`config.mk`:
```
export PLATFORM = sky130hd
export DESIGN_NAME = key_generator
export DESIGN_NICKNAME = d
export VERILOG_FILES = /design/src/rtl/key_generator_pkg.sv /design/src/rtl/key_generator_lfsr.sv /design/src/rtl/key_generator.sv
export SDC_FILE = /design/constraint.sdc
export NUM_CORES = 1
export LEC_CHECK = 0
export CAP_MARGIN = 10
export CORE_UTILIZATION = 30
export CTS_BUF_LIST = sky130_fd_sc_hd__clkbuf_8
export DETAILED_ROUTE_END_ITERATION = 6
export RECOVER_POWER = 25
export SETUP_SLACK_MARGIN = 0.5
export SYNTH_ARGS = -nofsm -noshare
export SYNTH_HDL_FRONTEND = slang
export SYNTH_HIERARCHICAL = 1
export SYNTH_SLANG_ARGS = --single-unit
```
`constraint.sdc`:
```
create_clock -name clk -period 2.7 [get_ports clk]
set_clock_uncertainty 0.1 [all_clocks]
set_input_delay 0.81 -clock clk [delete_from_list [all_inputs] [get_ports clk]]
set_output_delay 0.81 -clock clk [all_outputs]
set_load 0.005 [all_outputs]
```
`src/rtl/key_generator_pkg.sv`:
```
// key_generator_pkg: shared widths, LFSR taps, default seed and single-step function
package key_generator_pkg;

    localparam int KEY_W = 128;

    localparam int TAP_A = 127;
    localparam int TAP_B = 125;
    localparam int TAP_C = 100;
    localparam int TAP_D = 98;

    localparam logic [KEY_W-1:0] DEFAULT_SEED = 128'h1;

    // One Fibonacci step of x^128+x^126+x^101+x^99+1: shift left, feedback into bit 0
    function automatic logic [KEY_W-1:0] lfsr_step(input logic [KEY_W-1:0] s);
        return {s[KEY_W-2:0], s[TAP_A] ^ s[TAP_B] ^ s[TAP_C] ^ s[TAP_D]};
    endfunction

endpackage

```
`src/rtl/key_generator_lfsr.sv`:
```
// key_generator_lfsr: free-running 128-bit LFSR; KEYGEN_WIDE_STEP_EN selects 8 steps per clock
module key_generator_lfsr
    import key_generator_pkg::*;
#(
    parameter logic [KEY_W-1:0] SEED = DEFAULT_SEED
) (
    input  logic             clk,
    input  logic             reset,
    output logic [KEY_W-1:0] state
);

`ifdef KEYGEN_WIDE_STEP_EN
    localparam int STEPS = 8;
`else
    localparam int STEPS = 1;
`endif

    // An all-zero seed would lock the register, so it falls back to the default
    localparam logic [KEY_W-1:0] INIT = (SEED == '0) ? DEFAULT_SEED : SEED;

    logic [KEY_W-1:0] state_q;
    logic [KEY_W-1:0] state_d;

    // Advance the state by STEPS unrolled single steps
    always_comb begin
        state_d = state_q;
        for (int i = 0; i < STEPS; i++) state_d = lfsr_step(state_d);
    end

    // State register, reloaded with the seed on asynchronous reset
    always_ff @(posedge clk or negedge reset) begin
        if (!reset) state_q <= INIT;
        else        state_q <= state_d;
    end

    assign state = state_q;

endmodule

```
`src/rtl/key_generator.sv`:
```
// key_generator: seedable pseudo-random key source; ld snapshots the LFSR into rand_num (KEYGEN_WIDE_STEP_EN: 8 steps/clock)
module key_generator
    import key_generator_pkg::*;
#(
    parameter logic [KEY_W-1:0] SEED = DEFAULT_SEED
) (
    input  logic             clk,
    input  logic             reset,
    input  logic             ld,
    output logic [KEY_W-1:0] rand_num
);

    logic [KEY_W-1:0] state;
    logic [KEY_W-1:0] rand_num_q;
    logic [KEY_W-1:0] rand_num_d;

    key_generator_lfsr #(.SEED(SEED)) u_lfsr (
        .clk   (clk),
        .reset (reset),
        .state (state)
    );

    // Capture the pre-advance LFSR state on a load, otherwise hold
    always_comb begin
        rand_num_d = ld ? state : rand_num_q;
    end

    // Held key register, cleared on asynchronous reset
    always_ff @(posedge clk or negedge reset) begin
        if (!reset) rand_num_q <= '0;
        else        rand_num_q <= rand_num_d;
    end

    assign rand_num = rand_num_q;

endmodule

```
**After elaboration in Yosys (flattened, before gate mapping)**

Cells that the tools add are included.

- Flip-flop bits (word level): 256
- Input bits: 3
- Output and inout port bits: 128

- Bitwise operators: 3

Operator list:

| cell | count |
|---|---|
| bitwise XOR 1 bit | 3 |

**Depth between registers and ports, before layout**

- Depth in word-level cells: 3
- Mapped depth: 3
- Gate-level depth less buffers: 2

**Modules after synthesis**

Netlist, hierarchy kept.

Modules (own cells, without submodules):

| module | instances | cells an instance | area an instance (µm²) | sequential area each (µm²) |
|---|---|---|---|---|
| key_generator | 1 | 270 | 4822.1 | 3203.1 |
| key_generator_lfsr | 1 | 258 | 4184.0 | 3204.3 |

**Worst setup path after synthesis**

No wires, ideal clock.

- Path kind: input to register
- Start point: input port ld
- End point: register rand_num_q[100], in the netlist rand_num[100]
- Setup time: 0.125 ns
- Data arrival time: 1.423 ns
- Slack: 1.052 ns
- Cell stages on the path: 3
- Path buffers: 2
- Path through: buf_6 -> clkbuf_8 -> mux2_2

RTL lines:

| element | line | source |
|---|---|---|
| start, declared | key_generator.sv:9 | `input logic ld,` |
| end signal, assigned | key_generator.sv:31 | `else rand_num_q <= rand_num_d;` |
| end, declared | key_generator.sv:14 | `logic [KEY_W-1:0] rand_num_q;` |

No word-level cell between the ends.

**Final worst setup path**

- Start point: register rand_num_q[66], in the netlist rand_num[66]
- End point: output port rand_num[66]

RTL lines:

| element | line | source |
|---|---|---|
| end, declared | key_generator.sv:10 | `output logic [KEY_W-1:0] rand_num` |

No word-level cell between the ends.

==> run_results.csv <==
group,metric,value,unit
clock_network,numCtsBuffers,44,
synthesis,yosys.cell_types.count,8,
routing,via_per_inst,3.95,
placement,gp_congestion,0.727,
global_routing,grt_max_degree,58,
floorplan,start_util,30.5,%
global_routing,first_global_vias,4402,
setup_path,path_class,"reg -> out",
routing,remaining_drc_errors,0,
synthesis,syn_nets,531,
setup_path,cp-endpoint,"rand_num[66]",
sta,hold_viol,0,
finish,layout.cells.non_filler,1005,
synthesis,synth.largest_area_cell,"dfrtp_1",
placement,hpwl,9.19,mm
pwr,p_seq_share,50.2,%
finish,insertedDiodeCount,0,
sta,slew_headroom,-0.848,%
clock_network,cts.path.max_buffers,3,
clock_network,clkTransAtPathRegs,0.06,ns
run_status,violations,"max-capacitance violations, max-slew violations",
global_routing,grt_first_pass_wirelength,24.3,mm
pwr,ir_drop,408,uV
clock_network,cts_sinks,256,
synthesis,yosysSeqAreaShare,71.1,%
global_routing,grt_overflow_total,0,
setup_path,crit_family,"flip-flops",
clock_network,cts_hold_buf,0,
synthesis,synth-main-ff-cell,"dfrtp_1",
setup_path,rrSetupSlack,1.71,ns
pwr,powerDensity,716,mW/mm2
clock_network,cts.htree.levels,2,
synthesis,ys_ff_latch,256,
setup_path,rr_worst_depth,2,
setup_path,cp_num_buf_inv,1,
synthesis,synth_area_leaders,"dfrtp_1, mux2_2, buf_4, clkbuf_8, buf_6",
synthesis,syn-cell-area,0.00901,mm2
setup_path,worstPathCellList,"dlygate4sd2_1",
setup_path,path_max_fanout,2,
floorplan,fp.dieArea,0.0307,mm2
setup_path,crit_arrival,1.20,ns
pwr,switching_share,21.2,%
routing,vias,3974,
setup_path,slowest_delay,0.38,ns
routing,firstDrtPassIters,3,
routing,wirelength,14.8,mm
floorplan,pin_count,131,
sta,min_period,2.11,ns
synthesis,synth_most_common_cell,"dfrtp_1",
routing,ant_nets,0,
setup_path,worstSetupEndpointType,"output port",
sta,max_freq,0.473,GHz
setup_path,slowest_stage,"dfrtp_1",
setup_path,required,1.79,ns
flow_run,cap_violations,1,
worst_hold_path,hold_class,"reg -> reg",
synthesis,netlist_instances,528,
routing,first_iter_violations,133,
routing,wl_per_cell,14.8,um
pwr,p_int,6.03,mW
sta,setup_viol,0,
floorplan,core,0.0296,mm2
setup_path,timing.rr.end,"u_lfsr/state[0]",
sta,worstMarginPinSlew,1.51,ns
synthesis,yosys_warnings,6,
synthesis,syn_avg_cell_area,17.1,um2
run_status,outcome,"finished, violations left",
floorplan,die_w,175,um
floorplan,die_y,175,um
synthesis,synthArstFlopShare,100,%
synthesis,ys_top_cells_by_count,"dfrtp_1, mux2_2, buf_4, clkbuf_8, buf_6",
sta,period_share,78.3,%
setup_path,cp-startpoint,"rand_num[66]",
worst_hold_path,min_from,"u_lfsr/state[38]",
finish,nNetsFinal,584,
setup_path,timing.rr.start,"u_lfsr/state[100]",
pwr,power_frac_comb,2.2,%
clock_network,cts_tree,"built",
global_routing,grt.total_usage,10.0,%
floorplan,rows,63,
placement,dp_cells,916,
synthesis,synth-edff-count,0,
placement,io_buffers,130,
clock_network,clock_latency,0.53,ns
finish,drive_gt1_share,35.4,%
sta,rsz0062_at_grt,"false",
setup_path,startpoint_type,"register",
finish,area_growth,18.6,%
placement,dpl_cell_area,0.00983,mm2
sta,finalSetupTns,0,ns
finish,num-fill-cells,2876,
pwr,leakage,6.02,nW
finish,postLayoutCellArea,0.0107,mm2
synthesis,yosys.area.top_type_share,70.9,%
clock_network,cts-root-buf,"clkbuf_8",
sta,finalMaxSlewViolations,54,
pwr,power.net_switching,1.62,mW
pwr,p_clk_share,47.7,%
global_routing,antenna_found_initial,0,
setup_path,crit_cells,1,
==> flip-flops by register name, indices dropped and copies added (netlist names) <==
register      count
u_lfsr/state    128
rand_num        128
==> logic make-up after synthesis <==
logic type / after synthesis / synth area share, %
xor+xnor: 3 / 0.292
buf+inv: 141 / 12.6
flops: 256 / 71.1
mux: 128 / 16.0
==> stage by stage <==
stage / hold slack, ns / worst slack, ns / util, % / power (mW)
detailed placement: 0.257 / 0.667 / 33.2 / 4.08
CTS: 0.0890 / 0.518 / 36.2 / 7.82
finish: 0.259 / 0.586 / 36.1 / 7.65
floorplan: 0.255 / 1.05 / - / 3.98
global route: 0.274 / 0.506 / 36.1 / 8.00
global placement: 0.251 / 0.711 / 33.2 / 4.08
==> repair_timing <==
item / CTS / global route
setup buffers: 9 / 0
setup endpoints to repair: 128 / 1
gates resized for setup: 128 / 1
pin swaps: 0 / 0
==> worst min path at each step <==
stage | endpoint | slack [ns] | cells past startpoint
global route | u_lfsr/state[29] | 0.27 | 0
global placement | u_lfsr/state[31] | 0.25 | 0
CTS | u_lfsr/state[119] | 0.09 | 1
detailed placement | u_lfsr/state[39] | 0.26 | 0
finish | u_lfsr/state[39] | 0.26 | 0
floorplan | u_lfsr/state[100] | 0.25 | 0
==> metal layers <==
metal  global-route usage, %  up-vias  routed length (um)  share of wire, %
met5                       0        -                   0                 0
met4                    4.42        0                 499               3.4
li1                        -     1739                   -                 -
met3                    3.98       42                1210               8.1
met1                    12.8     2064                6520                44
met2                    15.0      129                6610                45
==> cells in the final DEF (no fill, tap or decap), types with 2 or more instances in the layout <==
cell / count
inv_1: 11
mux2_2: 128
clkinv_2: 6
buf_4: 11
bufinv_16: 2
clkinvlp_4: 2
buf_12: 7
dfrtp_1: 255
dlygate4sd2_1: 127
xnor2_1: 2
clkbuf_8: 59
==> power groups by stage <==
stage	clock, mW	sequential [mW]	combinational, mW
final	3.65	3.84	0.165
after global routing	3.97	3.84	0.189
after CTS	3.80	3.84	0.177
after detailed placement	0	3.91	0.177
after global placement	0	3.91	0.169
after floorplan	0	3.91	0.0766
==> area by class of cell <==
class                           count  area [um2]  share of cell area [%]
Multi-Input combinational cell    131        1470                    13.7
Timing Repair Buffer              148        1360                    12.7
Sequential cell                   256        6410                    60.0
Clock buffer                       59         812                    7.60
Clock inverter                     21         146                    1.37
Tap cell                          390         488                    4.57
Note: power is estimated with default switching activity, not from simulation.
